`config.mk`:
```
export PLATFORM = sky130hd
export DESIGN_NAME = dkong_pal_loader
export DESIGN_NICKNAME = d
export VERILOG_FILES = /design/src/rtl/dkong_pkg.sv /design/src/rtl/pal_byte_fifo.sv /design/src/rtl/dkong_pal_loader.sv
export SDC_FILE = /design/constraint.sdc
export NUM_CORES = 1
export LEC_CHECK = 0
export CELL_PAD_IN_SITES_DETAIL_PLACEMENT = 0
export CELL_PAD_IN_SITES_GLOBAL_PLACEMENT = 1
export CORE_MARGIN = 5
export CORE_UTILIZATION = 40
export DETAILED_ROUTE_END_ITERATION = 10
export PLACE_DENSITY_LB_ADDON = 0.2
export SETUP_SLACK_MARGIN = 0.15
export SLEW_MARGIN = 20
export SYNTH_ARGS = -nofsm -noshare
export SYNTH_HDL_FRONTEND = slang
export SYNTH_SLANG_ARGS = --single-unit
```
`constraint.sdc`:
```
create_clock -name CLK_12M -period 2.5 [get_ports CLK_12M]
set_clock_uncertainty 0.1 [all_clocks]
set_input_delay 0.375 -clock CLK_12M [delete_from_list [all_inputs] [get_ports CLK_12M]]
set_output_delay 0.375 -clock CLK_12M [all_outputs]
set_load 0.02 [all_outputs]
```
`src/rtl/dkong_pkg.sv`:
```
// rtl/dkong_pkg.sv - shared constants and types for the palette loader
package dkong_pkg;

  // Total palette image size: 256 bytes for PROM 2E followed by 256 for 2F
  localparam int PAL_BYTES = 512;

  // Offset bits needed to address the full image
  localparam int OFFSET_W = 9;

  // One buffered byte: {offset[8:0], data[7:0]}
  localparam int ENTRY_W = OFFSET_W + 8;

  // Write sequencer states
  typedef enum logic [1:0] {
    IDLE  = 2'd0,
    SETUP = 2'd1,
    WRITE = 2'd2,
    HOLD  = 2'd3
  } pal_state_t;

  // Split a buffered entry into the bank select bit
  function automatic logic entry_bank(input logic [ENTRY_W-1:0] e);
    return e[ENTRY_W-1];
  endfunction

  // Split a buffered entry into the in-bank RAM address
  function automatic logic [7:0] entry_addr(input logic [ENTRY_W-1:0] e);
    return e[ENTRY_W-2:8];
  endfunction

  // Split a buffered entry into the data byte
  function automatic logic [7:0] entry_data(input logic [ENTRY_W-1:0] e);
    return e[7:0];
  endfunction

endpackage

```
`src/rtl/pal_byte_fifo.sv`:
```
// rtl/pal_byte_fifo.sv - generic synchronous FIFO with level output
module pal_byte_fifo #(
  parameter int DEPTH = 4,
  parameter int WIDTH = 17,
  parameter int LVL_W = $clog2(DEPTH) + 1
) (
  input  logic             clk,
  input  logic             rst,
  input  logic             push,
  input  logic [WIDTH-1:0] push_data,
  input  logic             pop,
  output logic [WIDTH-1:0] pop_data,
  output logic             full,
  output logic             empty,
  output logic [LVL_W-1:0] level
);

  localparam int AW = (DEPTH > 1) ? $clog2(DEPTH) : 1;

  logic [WIDTH-1:0] mem [DEPTH];
  logic [AW-1:0]    wr_ptr;
  logic [AW-1:0]    rd_ptr;
  logic             do_push;
  logic             do_pop;

  // A push into a full buffer is refused even if a pop happens the same cycle,
  // so the caller can flag the byte as dropped from the full flag alone.
  assign do_push  = push & ~full;
  assign do_pop   = pop & ~empty;
  assign full     = (level == LVL_W'(DEPTH));
  assign empty    = (level == '0);
  assign pop_data = mem[rd_ptr];

  // Storage array; contents are don't-care while the entry is unoccupied
  always_ff @(posedge clk) begin
    if (do_push) begin
      mem[wr_ptr] <= push_data;
    end
  end

  // Pointers and occupancy; power-of-two depth lets pointers wrap naturally
  always_ff @(posedge clk) begin
    if (rst) begin
      wr_ptr <= '0;
      rd_ptr <= '0;
      level  <= '0;
    end else begin
      if (do_push) begin
        wr_ptr <= wr_ptr + AW'(1);
      end
      if (do_pop) begin
        rd_ptr <= rd_ptr + AW'(1);
      end
      case ({do_push, do_pop})
        2'b10:   level <= level + LVL_W'(1);
        2'b01:   level <= level - LVL_W'(1);
        default: level <= level;
      endcase
    end
  end

endmodule

```
`src/rtl/dkong_pal_loader.sv`:
```
// rtl/dkong_pal_loader.sv - streams downloaded palette bytes into the 2E/2F RAMs
module dkong_pal_loader
  import dkong_pkg::*;
#(
  parameter logic [15:0] PAL_BASE   = 16'h0000,
  parameter int          FIFO_DEPTH = 4
) (
  input  logic        CLK_12M,
  input  logic        I_RST,
  input  logic        I_DL_ACTIVE,
  input  logic        I_DL_WR,
  input  logic [15:0] I_DL_ADDR,
  input  logic [7:0]  I_DL_D,
  output logic        O_DL_WAIT,
  input  logic        I_CMPBLKn,
  output logic [7:0]  O_CNF_A,
  output logic [7:0]  O_CNF_D,
  output logic        O_CNF_EN,
  output logic        O_WE2,
  output logic        O_WE3,
  output logic        O_PAL_READY,
  output logic        O_OVF
);

  localparam int LVL_W = $clog2(FIFO_DEPTH) + 1;

  logic [15:0]        offset;
  logic               in_range;
  logic               accept;
  logic               fifo_push;
  logic               fifo_pop;
  logic [ENTRY_W-1:0] fifo_head;
  logic               fifo_full;
  logic               fifo_empty;
  logic [LVL_W-1:0]   fifo_level;
  logic               grant;

  pal_state_t         state;
  logic               bank;
  logic [9:0]         byte_cnt;

  // Unsigned wrap makes addresses below PAL_BASE land far out of range
  assign offset   = I_DL_ADDR - PAL_BASE;
  assign in_range = (offset < 16'(PAL_BYTES));
  assign accept   = I_DL_WR & in_range;
  assign fifo_push = accept;

  // The palette bus may be borrowed during blanking or while downloading
  assign grant    = I_DL_ACTIVE | ~I_CMPBLKn;
  assign fifo_pop = (state == IDLE) & ~fifo_empty & grant;

  // Throttle one entry early so a strobe already in flight still fits
  assign O_DL_WAIT = (fifo_level >= LVL_W'(FIFO_DEPTH - 1));

  pal_byte_fifo #(
    .DEPTH (FIFO_DEPTH),
    .WIDTH (ENTRY_W),
    .LVL_W (LVL_W)
  ) u_fifo (
    .clk       (CLK_12M),
    .rst       (I_RST),
    .push      (fifo_push),
    .push_data ({offset[OFFSET_W-1:0], I_DL_D}),
    .pop       (fifo_pop),
    .pop_data  (fifo_head),
    .full      (fifo_full),
    .empty     (fifo_empty),
    .level     (fifo_level)
  );

  // Sticky record that an in-range byte was lost to a full buffer
  always_ff @(posedge CLK_12M) begin
    if (I_RST) begin
      O_OVF <= 1'b0;
    end else if (accept && fifo_full) begin
      O_OVF <= 1'b1;
    end
  end

  // Write sequencer: address/data setup, single-cycle strobe, hold, then count
  always_ff @(posedge CLK_12M) begin
    if (I_RST) begin
      state       <= IDLE;
      bank        <= 1'b0;
      O_CNF_A     <= 8'h00;
      O_CNF_D     <= 8'h00;
      O_CNF_EN    <= 1'b0;
      O_WE2       <= 1'b0;
      O_WE3       <= 1'b0;
      byte_cnt    <= 10'd0;
      O_PAL_READY <= 1'b0;
    end else begin
      case (state)
        IDLE: begin
          O_WE2 <= 1'b0;
          O_WE3 <= 1'b0;
          if (fifo_pop) begin
            bank     <= entry_bank(fifo_head);
            O_CNF_A  <= entry_addr(fifo_head);
            O_CNF_D  <= entry_data(fifo_head);
            O_CNF_EN <= 1'b1;
            state    <= SETUP;
          end else begin
            O_CNF_EN <= 1'b0;
          end
        end
        SETUP: begin
          // Once started the byte always completes, even if blanking ends
          O_CNF_EN <= 1'b1;
          O_WE2    <= ~bank;
          O_WE3    <= bank;
          state    <= WRITE;
        end
        WRITE: begin
          O_CNF_EN <= 1'b1;
          O_WE2    <= 1'b0;
          O_WE3    <= 1'b0;
          state    <= HOLD;
        end
        HOLD: begin
          O_CNF_EN <= 1'b0;
          O_WE2    <= 1'b0;
          O_WE3    <= 1'b0;
          if (byte_cnt != 10'(PAL_BYTES)) begin
            byte_cnt <= byte_cnt + 10'd1;
          end
          if (byte_cnt == 10'(PAL_BYTES - 1)) begin
            O_PAL_READY <= 1'b1;
          end
          state <= IDLE;
        end
        default: begin
          O_CNF_EN <= 1'b0;
          O_WE2    <= 1'b0;
          O_WE3    <= 1'b0;
          state    <= IDLE;
        end
      endcase
    end
  end

endmodule

```
Yosys cells after proc, flatten, opt, wreduce, memory -nomap -nowiden
Memory sizes are Yosys's and may differ from the RTL's. A register that Yosys moved wholly into a read port is not among the register bits.
Index checks and enable logic that the tools add are counted.
{"block": "op_classes", "add_sub_neg": 5, "n_lt_le_gt_ge": 2, "n_eq_ne": 9, "muxes": 9, "bitwise": 10, "n_reduce_logical": 9}
{"cell": "less-than comparator 16 x 10 -> 1 bit, second input constant", "count": 1}
{"cell": "adder 10 x 1 -> 10 bit, second input constant", "count": 1}
{"cell": "== test 10 x 9 -> 1 bit, second input constant", "count": 1}
{"cell": "!= test 10 bit, second input constant", "count": 1}
{"cell": "case mux 2 bit (4 select lines)", "count": 1}
{"cell": "== test 2 bit, second input constant", "count": 3}
{"cell": "case mux 3 bit (2 select lines)", "count": 1}
{"cell": "AND reduction 2 bit", "count": 3}
{"cell": "bitwise AND 1 bit", "count": 5}
{"cell": "adder 2 x 1 -> 2 bit, second input constant", "count": 2}
{"cell": "== test 2 x 1 -> 1 bit, second input constant", "count": 2}
{"cell": "NOT 1 bit", "count": 4}
{"cell": "case mux 1 bit (2 select lines)", "count": 2}
{"cell": "adder 3 x 1 -> 3 bit, second input constant", "count": 1}
{"cell": "== test 3 bit, second input constant", "count": 1}
{"cell": ">= comparator 3 x 2 -> 1 bit, second input constant", "count": 1}
{"cell": "logical NOT 3 bit", "count": 1}
{"cell": "two-way mux 1 bit", "count": 3}
{"cell": "case mux 1 bit (3 select lines)", "count": 1}
{"cell": "OR reduction 3 bit", "count": 1}
{"cell": "subtractor 3 x 1 -> 3 bit, second input constant", "count": 1}
{"cell": "logical NOT 2 bit", "count": 1}
{"cell": "two-way mux 2 bit", "count": 1}
{"cell": "!= test 2 x 1 -> 1 bit, second input constant", "count": 1}
{"cell": "4 further kinds", "count": 4}
{"block": "word_totals", "regBits": 24, "ramBits": 68, "input_bits": 29, "word_cells": 55, "mem_count": 1}
{"memory": "u_fifo.mem", "depth": 4, "word_bits": 17, "rd": 1, "rd_ports_with_merged_regs": 1, "wr": 1, "line": "pal_byte_fifo.sv:20", "source": "logic [WIDTH-1:0] mem [DEPTH];"}

Longest topological paths before layout
Gate-level depths: netlist of run 1.
{"block": "logic_depth", "depth_word": 7, "ltp_mapped": 11}

By module
A second synthesis of run 1 with hierarchy kept.
{"block": "hier_totals", "hier_cells": 307, "area_unflattened_um2": 4354.2}
{"mod": "pal_byte_fifo", "n_inst": 1, "cells_each": 143, "area_each_um2": 2967.8, "seq_area_each_um2": 2222.1}
{"mod": "dkong_pal_loader", "n_inst": 1, "cells_each": 164, "area_each_um2": 1386.3, "seq_area_each_um2": 680.7}

Least setup slack after synthesis of run 1
OpenSTA, ideal clock, no wires.
{"block": "synth_timing", "path_type": "reg-to-reg", "start": "register state[0]", "end": "register u_fifo.level[2]", "t_arrival_ns": 2.204, "path_slack_ns": 0.125, "path_stages_with_launch": 12, "n_path_buf": 1, "period_less_slack_ns": 2.375, "cell_sequence": "dfxtp_1 > inv_1 > ha_1 > inv_1 > clkbuf_1 > nor3_1 > ha_1 > inv_1 > fa_1 > xor2_1 > or3_1 > a21oi_1"}
{"block": "synth_via", "elab_chain_cells": 6, "elab_cells_between_ends": 8, "classes_between": "eq/ne: 2; mux: 1; bitwise: 3; reduce/logical: 2"}
{"element": "start, declared", "line": "dkong_pal_loader.sv:38", "source": "pal_state_t state;"}
{"element": "start signal, assigned", "line": "dkong_pal_loader.sv:83", "source": "state <= IDLE;"}
{"element": "start signal, assigned", "line": "dkong_pal_loader.sv:102", "source": "state <= SETUP;"}
{"element": "start signal, assigned", "line": "dkong_pal_loader.sv:112", "source": "state <= WRITE;"}
{"element": "logical NOT 2 bit *", "line": "dkong_pal_loader.sv:50", "source": "assign fifo_pop = (state == IDLE) & ~fifo_empty & grant;"}
{"element": "bitwise AND 1 bit * (2 in a row)", "line": "dkong_pal_loader.sv:50"}
{"element": "bitwise AND 1 bit *", "line": "pal_byte_fifo.sv:29", "source": "assign do_pop = pop & ~empty;"}
{"element": "net u_fifo.do_pop", "line": "pal_byte_fifo.sv:24", "source": "logic do_pop;"}
{"element": "== test 2 x 1 -> 1 bit / == test 2 bit (equally long branches)", "line": "pal_byte_fifo.sv:54", "source": "case ({do_push, do_pop})"}
{"element": "case mux 3 bit (2 select lines) / nonzero test 2 bit (equally long branches)"}
{"element": "end signal, assigned", "line": "pal_byte_fifo.sv:55", "source": "2'b10: level <= level + LVL_W'(1);"}
{"element": "end signal, assigned", "line": "pal_byte_fifo.sv:56", "source": "2'b01: level <= level - LVL_W'(1);"}
{"element": "end signal, assigned", "line": "pal_byte_fifo.sv:57", "source": "default: level <= level;"}
{"element": "end, declared", "line": "pal_byte_fifo.sv:15", "source": "output logic [LVL_W-1:0] level"}
The timed path passes the listed nets; every way through them passes the cells marked *.
A chain may end at the register's enable or synchronous reset.

Final worst setup path of run 1
{"block": "layout_timing", "start": "register u_fifo.level[2]", "end": "register u_fifo.level[2]"}
{"block": "layout_via", "elab_chain_cells": 7, "elab_cells_between_ends": 14, "classes_between": "add/sub: 2; eq/ne: 3; mux: 1; bitwise: 6; reduce/logical: 2"}
{"element": "logical NOT 3 bit", "line": "pal_byte_fifo.sv:31", "source": "assign empty = (level == '0);"}
{"element": "NOT 1 bit", "line": "pal_byte_fifo.sv:29, dkong_pal_loader.sv:50"}
{"element": "bitwise AND 1 bit (2 in a row)", "line": "dkong_pal_loader.sv:50"}
{"element": "bitwise AND 1 bit", "line": "pal_byte_fifo.sv:29"}
{"element": "== test 2 x 1 -> 1 bit / == test 2 bit (equally long branches)", "line": "pal_byte_fifo.sv:54"}
{"element": "case mux 3 bit (2 select lines) / nonzero test 2 bit (equally long branches)"}
Several ways; a longest one is shown, not always the timed one.

==> flow_summary.toml, run 1 <==
[status]
result_of_the_run = "finished, final reports clean"

[drt]
avg_wl_per_cell_um = 18.1
drt_iter0_markers = 285
met3_wirelength_um = 281
post-route-drc-count = 0
avgViaCountPerCell = 5.39
routed-wl-met2_mm = 5.08
drt_pre_antenna_iters = 4
route.vias.total = 2887
ant_nets = 0
highest_layer = "met4"
met1_length_mm = 4.23
drt-total-wl_mm = 9.71

[place]
buffer_ports.inserted = 50
dp.cells = 521
dp_hpwl_mm = 6.21
routabilityCongestion = 0.687

[die]
core_region_area_um2 = 11000
initial_utilization_pct = 41.3
dieWidth_um = 116
die_height_um = 116
rows = 38
num_io_pins = 51
die_area_um2 = 13600

[run]
drv_cap = 0

[logic_synthesis]
synth.most_common_cell = "sky130_fd_sc_hd__edfxtp_1"
synth-edff-count = 68
synth.cells.most_frequent = "68 x sky130_fd_sc_hd__edfxtp_1, 41 x sky130_fd_sc_hd__dfxtp_1, 29 x sky130_fd_sc_hd__a21oi_1"
top_flip_flop_cell_by_instance_count_after_synthesis = "sky130_fd_sc_hd__edfxtp_1"
synthesis.nets = 374
synth.yosys.seq_area_share_pct = 63.1
synthesis.area_per_instance_um2 = 13.6
post-synth-top-area-cell = "sky130_fd_sc_hd__edfxtp_1"
synth-async-reset-ratio_pct = 0
ys_warn_count = 0
postSynthCellCount = 333
synth_cell_type_count = 37
ys_seq_elements = 109
synth_top_area_share_pct = 45.0
synth_top_cells_by_area = "sky130_fd_sc_hd__edfxtp_1 45%, sky130_fd_sc_hd__dfxtp_1 18%, sky130_fd_sc_hd__mux4_2 8.4%"
syn-cell-area_um2 = 4540

[global_route]
global_route_wire_length_before_repair_mm = 15.6
grt_remaining_overflow = 0
via_count_of_the_first_global_routing_pass = 2947
global_route.usage.total_pct = 15.2
grt_max_degree = 23
grt_antenna_before_repair = 0

[setup_path]
critical_path_class = "reg2reg"
start_kind = "flop"
slowest_stage = "sky130_fd_sc_hd__dfxtp_1"
worst_ep_arrival_time_ps = 2400
required_ps = 2690
path_cells = "nor3b_4 > nor3_4 > inv_1 > ha_2 > inv_2 > fa_2 > xor2_1 > or3_1 > a21oi_2"
critical_path_max_stage_delay_ps = 440
cp_num_buf_inv = 2
worst_path_dominant_cell_family = "simple AND/OR/NAND/NOR gates"
setup.worst_path.end_class = "flop"
worst_path_maximum_fanout = 6

[cts]
path_clk_slew_ps = 80
cts_max_path_buffers = 2
clock_tree.htree_level_count = 3
clk-insertion-delay-late_ps = 340
cts_sink_count = 109
cts_tree = "yes"
cts_hold_buffers = 0
cts_post_setup_buffers_inserted = 0
clock-root-buffer = "sky130_fd_sc_hd__clkbuf_16"
cts_buffers = 9

[sta]
slew_viol_final = 0
timing.hold.ws_ps = 330
final_setup_tns_ps = 0
post-route-min-period_ps = 2220
post-route-period-util_pct = 88.7
timing.final.hold_violations = 0
setup_repair_after_global_routing_missed_its_margin = "no"
setup_viol = 0
slew-limit-headroom_pct = 67.5
tightest_slew_ps = 488
maxClockFrequency_mhz = 451

[final_layout]
finish.cell_count_without_fillers = 536
seqCellArea_um2 = 2860
layout.nets = 433
post_route_cells_drive_above_1_share_pct = 17.7
antenna_cells_inserted = 0
area_growth_syn_to_layout_pct = 25.6
filler_cell_count = 935
multiInputGateArea_um2 = 1570

[pwr]
max-vdd-ir-drop_mv = 0.431
power_frac_seq_pct = 52.9
switching_share_pct = 24.7
design_power_total_mw = 3.66
netSwitchingPower_uw = 904
power.static_leakage_nw = 1.90
comb_power_share_pct = 9.8
p_per_area_nw_per_um2 = 643
internal_power_mw = 2.76
share_clk_of_total_power_pct = 37.2

[min_path]
min-delay-path-class = "in2reg"
[worst min-delay path, stage by stage]
cell                             delay (ps)
sky130_fd_sc_hd__dlymetal6s2s_1         100
sky130_fd_sc_hd__nor4b_1                 60
sky130_fd_sc_hd__a31oi_1                150
sky130_fd_sc_hd__nor2_1                  40
[final timing paths]
kind | start | to | slack [ps] | depth (start not counted)
max | u_fifo.level[2]$_SDFFE_PP0P_ | u_fifo.level[2]$_SDFFE_PP0P_ | 280 | 9
min | I_DL_ADDR[9] | O_OVF$_SDFFE_PP0P_ | 330 | 4
max reg2reg | u_fifo.level[2]$_SDFFE_PP0P_ | u_fifo.level[2]$_SDFFE_PP0P_ | 280 | 9
min reg2reg | bank$_SDFFE_PP0P_ | O_WE2$_SDFF_PP0_ | 340 | 1
[layout make-up]
cell class                 count  share of cell area [%]
sequential                   109                    50.3
multi-input combinational    186                    27.5
timing repair buffer          71                    13.2
clock buffer                   9                    3.95
tap                          140                    3.07
inverter                      15                   0.988
clock inverter                 6                   0.966
[layout by cell type, fill, tap and decap left out, types with 3 or more instances in the layout]
master                            instances
sky130_fd_sc_hd__mux2_2                   3
sky130_fd_sc_hd__or4_1                    5
sky130_fd_sc_hd__inv_8                    3
sky130_fd_sc_hd__dfxtp_1                 40
sky130_fd_sc_hd__xor2_1                   4
sky130_fd_sc_hd__nor3b_1                  4
sky130_fd_sc_hd__inv_1                   13
sky130_fd_sc_hd__mux4_2                  17
sky130_fd_sc_hd__nor2b_1                  6
sky130_fd_sc_hd__nand4_1                 24
sky130_fd_sc_hd__clkdlybuf4s50_1         42
sky130_fd_sc_hd__nor2_1                  12
sky130_fd_sc_hd__edfxtp_1                68
sky130_fd_sc_hd__nand3_1                  4
sky130_fd_sc_hd__buf_4                   15
sky130_fd_sc_hd__nand2_1                  5
sky130_fd_sc_hd__o31ai_1                 21
sky130_fd_sc_hd__or3_1                    5
sky130_fd_sc_hd__nand2b_1                 4
sky130_fd_sc_hd__dlymetal6s2s_1           8
sky130_fd_sc_hd__ha_1                     9
sky130_fd_sc_hd__clkbuf_16                9
sky130_fd_sc_hd__buf_12                   6
sky130_fd_sc_hd__o21ai_0                  6
sky130_fd_sc_hd__a21oi_1                 28
sky130_fd_sc_hd__nor4_1                   3
sky130_fd_sc_hd__and2_1                   4
[flip-flops by register name, indices dropped and copies added, names as in the netlist]
| name | flops |
|---|---|
| O_CNF_D | 8 |
| O_WE3 | 1 |
| u_fifo.wr_ptr | 2 |
| O_CNF_A | 8 |
| O_OVF | 1 |
| O_CNF_EN | 1 |
| O_WE2 | 1 |
| byte_cnt | 10 |
| u_fifo.rd_ptr | 2 |
| O_PAL_READY | 1 |
| u_fifo.level | 3 |
| u_fifo.mem | 68 |
| state | 2 |
| bank | 1 |
[routing by layer]
layer	vias to the layer above	GRT usage, %
li1	1402	-
met1	1436	19.5
met2	39	25.7
met3	10	3.83
met4	0	3.94
met5	-	0
[logic make-up after synthesis]
group	after synthesis	share of synthesized area, %
simple gates	88	11.8
fa+ha+maj	12	3.48
buf+inv	38	3.25
compound gates	61	8.22
flops	109	63.1
mux	21	9.41
xor+xnor	4	0.772
[metrics by stage]
stage / area [µm²] / setup WS (ps) / utilization, %
after floorplan: 4540 / 156 / -
after global placement: 5360 / -182 / 48.8
after detailed placement: 5360 / -227 / 48.8
after CTS: 5660 / 166 / 51.5
after global routing: 5700 / 152 / 51.9
final: 5700 / 282 / 51.9
[power by group through the flow]
| stage | registers (mW) | logic [mW] | clock network [mW] |
|---|---|---|---|
| after floorplan | 1.98 | 0.191 | 0 |
| after global placement | 1.98 | 0.359 | 0 |
| after detailed placement | 1.98 | 0.358 | 0 |
| after CTS | 1.94 | 0.359 | 1.40 |
| after global routing | 1.94 | 0.393 | 1.47 |
| final | 1.94 | 0.361 | 1.36 |
[what timing repair did]
item	in CTS	in global routing
pin swaps	5	8
gates resized for setup	6	14
setup endpoints to repair	1	2
(Power assumes the default switching activity.)
==> inputs of run 2 (changes only) <==
==> constraint.sdc (replaced) <==
create_clock -name CLK_12M -period 2.8 [get_ports CLK_12M]
set_clock_uncertainty 0.1 [all_clocks]
set_input_delay 0.42 -clock CLK_12M [delete_from_list [all_inputs] [get_ports CLK_12M]]
set_output_delay 0.42 -clock CLK_12M [all_outputs]
set_load 0.02 [all_outputs]
==> flow_summary.toml, run 2 (synthesis results as in run 1) <==
[die]
num_io_pins = 51
die_area_um2 = 13600
dieWidth_um = 116
die_height_um = 116
rows = 38
core_region_area_um2 = 11000
initial_utilization_pct = 41.3

[pwr]
power.static_leakage_nw = 1.80
design_power_total_mw = 3.25
p_per_area_nw_per_um2 = 580
max-vdd-ir-drop_mv = 0.479

[cts]
cts_hold_buffers = 0
cts_max_path_buffers = 2
clock-root-buffer = "sky130_fd_sc_hd__clkbuf_16"
path_clk_slew_ps = 70
cts_buffers = 9
cts_sink_count = 109
cts.repair.resized = 0
clock_tree.htree_level_count = 3
cts_tree = "yes"
clk-insertion-delay-late_ps = 340
cts_post_setup_buffers_inserted = 0

[setup_path]
setup.worst_path.end_class = "flop"
critical_path_max_stage_delay_ps = 560
cpMostUsedCell = "sky130_fd_sc_hd__inv_1"
timing.reg2reg.worst_path_depth = 10
worst_path_maximum_fanout = 2
worst_ep_arrival_time_ps = 2670
slowest_stage = "sky130_fd_sc_hd__or4b_4"
start_kind = "input port"
required_ps = 2970
critical_path_class = "in2reg"
path_cells = "clkdlybuf4s50_1 > or4b_4 > nor3_2 > inv_1 > ha_1 > inv_1 > fa_1 > xor2_1 > or3_1 > a21oi_1"

[sta]
slew-limit-headroom_pct = 68.2
timing.final.ws_setup_ps = 304
setup_viol = 0
maxClockFrequency_mhz = 401
tightest_slew_ps = 477
setup_repair_after_global_routing_missed_its_margin = "no"
final_setup_tns_ps = 0
timing.hold.ws_ps = 356
slew_viol_final = 0
post-route-period-util_pct = 89.1
timing.final.hold_violations = 0
post-route-min-period_ps = 2500

[final_layout]
top_register = "u_fifo.mem"
area_growth_syn_to_layout_pct = 23.4
filler_cell_count = 962
finish.cell_count_without_fillers = 534
finalCoreUtilization_pct = 51.0
layout_commonest_cell = "sky130_fd_sc_hd__edfxtp_1"
reg.largest.list = "u_fifo.mem x68, byte_cnt x10"
post_route_cells_drive_above_1_share_pct = 14.2
largest_reg_flops = 68
antenna_cells_inserted = 0
finalInstanceArea_um2 = 5600
layout_common_cells = "68 x sky130_fd_sc_hd__edfxtp_1, 50 x sky130_fd_sc_hd__clkdlybuf4s50_1, 41 x sky130_fd_sc_hd__dfxtp_1, 29 x sky130_fd_sc_hd__a21oi_1, 24 x sky130_fd_sc_hd__nand4_1"
layout.nets = 430

[global_route]
via_count_of_the_first_global_routing_pass = 3016
global_route.usage.total_pct = 15.2
global_route_wire_length_before_repair_mm = 15.7
grt_antenna_before_repair = 0
grt_max_degree = 48
grt_remaining_overflow = 0

[drt]
ant_nets = 0
drt_pre_antenna_iters = 4
post-route-drc-count = 0
drt_iter0_markers = 187
avgViaCountPerCell = 5.46
avg_wl_per_cell_um = 18.0
route.vias.total = 2914
drt-total-wl_mm = 9.62

[place]
dp.cells = 518
dp_hpwl_mm = 5.98
post-place-ws_ps = -38.7
buffer_ports.inserted = 50
routabilityCongestion = 0.768
post_dp_cell_area_um2 = 5320

[run]
drv_cap = 0

[min_path]
worst_hold_path_stage_count = 2
min-delay-path-class = "reg2reg"

[status]
result_of_the_run = "finished, final reports clean"
## run 2: critical path, delay by kind of cell
family	cells	cell delay, ps
AND/OR/NAND/NOR	3	1070
buffers and inverters	3	560
adder cells (fa/ha/maj)	2	380
AO/OA/AOI/OAI	1	140
XOR/XNOR	1	80
## run 2: routing by layer
metal  vias to the layer above  GRT usage (%)  wire, µm
li1                       1397              -         -
met4                         0           3.48        73
met1                      1468           19.2      4270
met2                        42           26.1      4890
met5                         -              0         0
met3                         7           4.25       380
## run 2: power breakdown
| group | switching (mW) | total [mW] | internal (mW) |
|---|---|---|---|
| registers | 0.0110 | 1.73 | 1.72 |
| logic | 0.205 | 0.326 | 0.121 |
| clock network | 0.573 | 1.19 | 0.618 |
## run 2: cell type report
class | count | area [µm²] | area share, %
tap | 140 | 175 | 3.13
timing repair buffer | 68 | 698 | 12.5
clock buffer | 11 | 233 | 4.16
inverter | 15 | 56.3 | 1.01
sequential | 109 | 2860 | 51.1
multi-input combinational | 186 | 1530 | 27.3
clock inverter | 5 | 42.5 | 0.760
## run 2: worst paths after layout
| kind | from | end | slack [ps] |
|---|---|---|---|
| worst max register to register | state[0]$_SDFFE_PP0P_ | u_fifo.level[2]$_SDFFE_PP0P_ | 450 |
| worst max-delay path | I_DL_ADDR[11] | u_fifo.level[2]$_SDFFE_PP0P_ | 300 |
| worst min register to register | bank$_SDFFE_PP0P_ | O_WE3$_SDFF_PP0_ | 360 |
| worst min-delay path | bank$_SDFFE_PP0P_ | O_WE3$_SDFF_PP0_ | 360 |
==> inputs of run 3 (changes only) <==
--- a/config.mk
+++ b/config.mk
@@ -10,7 +10,7 @@
 export CORE_MARGIN = 5
 export CORE_UTILIZATION = 40
 export DETAILED_ROUTE_END_ITERATION = 10
-export PLACE_DENSITY_LB_ADDON = 0.2
+export PLACE_DENSITY_LB_ADDON = 0.1
 export SETUP_SLACK_MARGIN = 0.15
 export SLEW_MARGIN = 20
 export SYNTH_ARGS = -nofsm -noshare
==> flow_summary.toml, run 3 (synthesis results as in run 1) <==
[pwr]
switching_share_pct = 24.9
power.static_leakage_nw = 1.80
power_frac_seq_pct = 52.6
internal_power_mw = 2.46
share_clk_of_total_power_pct = 37.8
netSwitchingPower_uw = 818
p_per_area_nw_per_um2 = 585
max-vdd-ir-drop_mv = 0.467
comb_power_share_pct = 9.6

[final_layout]
filler_cell_count = 961
top_register = "u_fifo.mem"
layout_commonest_cell = "sky130_fd_sc_hd__edfxtp_1"
finish.cell_count_without_fillers = 535
area_growth_syn_to_layout_pct = 23.6
reg.largest.list = "u_fifo.mem x68, byte_cnt x10"
layout.nets = 431
multiInputGateArea_um2 = 1530
layout_common_cells = "68 x sky130_fd_sc_hd__edfxtp_1, 50 x sky130_fd_sc_hd__clkdlybuf4s50_1, 41 x sky130_fd_sc_hd__dfxtp_1, 29 x sky130_fd_sc_hd__a21oi_1, 24 x sky130_fd_sc_hd__nand4_1"
post_route_cells_drive_above_1_share_pct = 14.7
largest_reg_flops = 68
seqCellArea_um2 = 2860
antenna_cells_inserted = 0

[sta]
timing.final.hold_violations = 0
post-route-min-period_ps = 2460
slew_viol_final = 0
setup_repair_after_global_routing_missed_its_margin = "no"
final_setup_tns_ps = 0
timing.hold.ws_ps = 354
tightest_slew_ps = 784
maxClockFrequency_mhz = 407
setup_viol = 0
slew-limit-headroom_pct = 47.7
post-route-period-util_pct = 87.7

[place]
dp.cells = 519
routabilityCongestion = 0.724
dp_hpwl_mm = 6.27
buffer_ports.inserted = 50

[cts]
clock_tree.htree_level_count = 3
cts.repair.resized = 0
cts_max_path_buffers = 2
cts_hold_buffers = 0
cts_post_setup_buffers_inserted = 0
clk-insertion-delay-late_ps = 350
path_clk_slew_ps = 80
cts_buffers = 9
cts_tree = "yes"
clock-root-buffer = "sky130_fd_sc_hd__clkbuf_16"
cts_sink_count = 109

[global_route]
global_route_met3_utilization_pct = 3.94
global_route.usage.total_pct = 15.0
grt_max_degree = 27
grt_remaining_overflow = 0
top_usage_layer = "met2"
met2_usage_pct = 27.2
grt_util_met1_pct = 17.8
via_count_of_the_first_global_routing_pass = 2946
global_route_wire_length_before_repair_mm = 15.4
grt_antenna_before_repair = 0

[die]
num_io_pins = 51
initial_utilization_pct = 41.3
die_area_um2 = 13600
core_region_area_um2 = 11000
dieWidth_um = 116
rows = 38
die_height_um = 116

[drt]
avgViaCountPerCell = 5.41
ant_nets = 0
route.vias.total = 2896
post-route-drc-count = 0
drt-total-wl_mm = 9.63
drt_iter0_markers = 155
drt_pre_antenna_iters = 4
avg_wl_per_cell_um = 18.0

[setup_path]
r2r_start = "state[0]$_SDFFE_PP0P_"
worst_ep_arrival_time_ps = 2640
setup.worst_path.end_class = "flop"
timing.reg2reg.worst_path_depth = 10
reg2reg_setup_slack_ps = 490
critical_path_class = "in2reg"
worst_path_maximum_fanout = 2
start_kind = "input port"
required_ps = 2980
worstReg2RegEnd = "u_fifo.level[2]$_SDFFE_PP0P_"

[min_path]
worst_hold_path_stage_count = 1
min-delay-path-class = "reg2reg"
min_to = "O_WE2$_SDFF_PP0_"
worstHoldStart = "bank$_SDFFE_PP0P_"

[run]
drv_cap = 0

[status]
result_of_the_run = "finished, final reports clean"
run 3: changes by cell type in the layout (fill, tap and decap cells not counted):
cell / previous run / this run
sky130_fd_sc_hd__buf_4: 13 / 15
sky130_fd_sc_hd__buf_12: 5 / 4
sky130_fd_sc_hd__clkbuf_1: 2 / 1
sky130_fd_sc_hd__clkinv_2: 1 / 0
sky130_fd_sc_hd__clkinv_8: 0 / 1
sky130_fd_sc_hd__clkinvlp_4: 0 / 1
run 3: metrics by stage:
| step | instance area (µm²) | util (%) | setup slack [ps] | power [mW] |
|---|---|---|---|---|
| after floorplan | 4540 | - | 425 | 1.94 |
| after global placement | 5320 | 48.4 | 55.5 | 2.08 |
| after detailed placement | 5320 | 48.4 | -0.265 | 2.08 |
| after CTS | 5610 | 51.1 | 354 | 3.32 |
| after global routing | 5610 | 51.1 | 287 | 3.41 |
| final | 5610 | 51.1 | 344 | 3.28 |
run 3: area by class of cell:
| class | instances | area share [%] |
|---|---|---|
| multi-input cells | 186 | 27.3 |
| clock inverters | 6 | 1.09 |
| flip-flops and latches | 109 | 51.0 |
| inverters | 15 | 1.00 |
| clock buffers | 10 | 4.08 |
| repair buffers | 69 | 12.4 |
| well taps | 140 | 3.12 |
run 3: power groups by stage:
stage                     clock network (mW)  registers [mW]  logic, mW
after floorplan                            0            1.77      0.169
after global placement                     0            1.76      0.315
after detailed placement                   0            1.76      0.317
after CTS                               1.28            1.73      0.319
after global routing                    1.33            1.73      0.346
final                                   1.24            1.73      0.316
run 3: worst max path at each step:
| stage | slack, ps | from | to |
|---|---|---|---|
| after CTS | 350 | I_DL_ADDR[11] | u_fifo.level[2]$_SDFFE_PP0P_ |
| after global placement | 60 | I_DL_ADDR[11] | u_fifo.level[2]$_SDFFE_PP0P_ |
| after global routing | 290 | state[0]$_SDFFE_PP0P_ | u_fifo.level[2]$_SDFFE_PP0P_ |
| after floorplan | 430 | state[0]$_SDFFE_PP0P_ | u_fifo.level[2]$_SDFFE_PP0P_ |
| after detailed placement | -0.3 | I_DL_ADDR[11] | u_fifo.level[2]$_SDFFE_PP0P_ |
| final | 340 | I_DL_ADDR[11] | u_fifo.level[2]$_SDFFE_PP0P_ |
run 3: worst max-delay path: stages:
cell	delay, ps
sky130_fd_sc_hd__clkdlybuf4s50_1	430
sky130_fd_sc_hd__or4b_4	560
sky130_fd_sc_hd__nor3_2	190
sky130_fd_sc_hd__inv_1	60
sky130_fd_sc_hd__ha_1	200
sky130_fd_sc_hd__inv_1	70
sky130_fd_sc_hd__fa_1	170
sky130_fd_sc_hd__xor2_1	80
sky130_fd_sc_hd__or3_1	310
sky130_fd_sc_hd__a21oi_1	150
run 3: layer usage:
metal | part of all wire [%] | vias to the layer above
met5 | 0 | -
met4 | 0.89 | 0
met3 | 3.2 | 6
met2 | 53 | 40
met1 | 43 | 1448
li1 | - | 1402
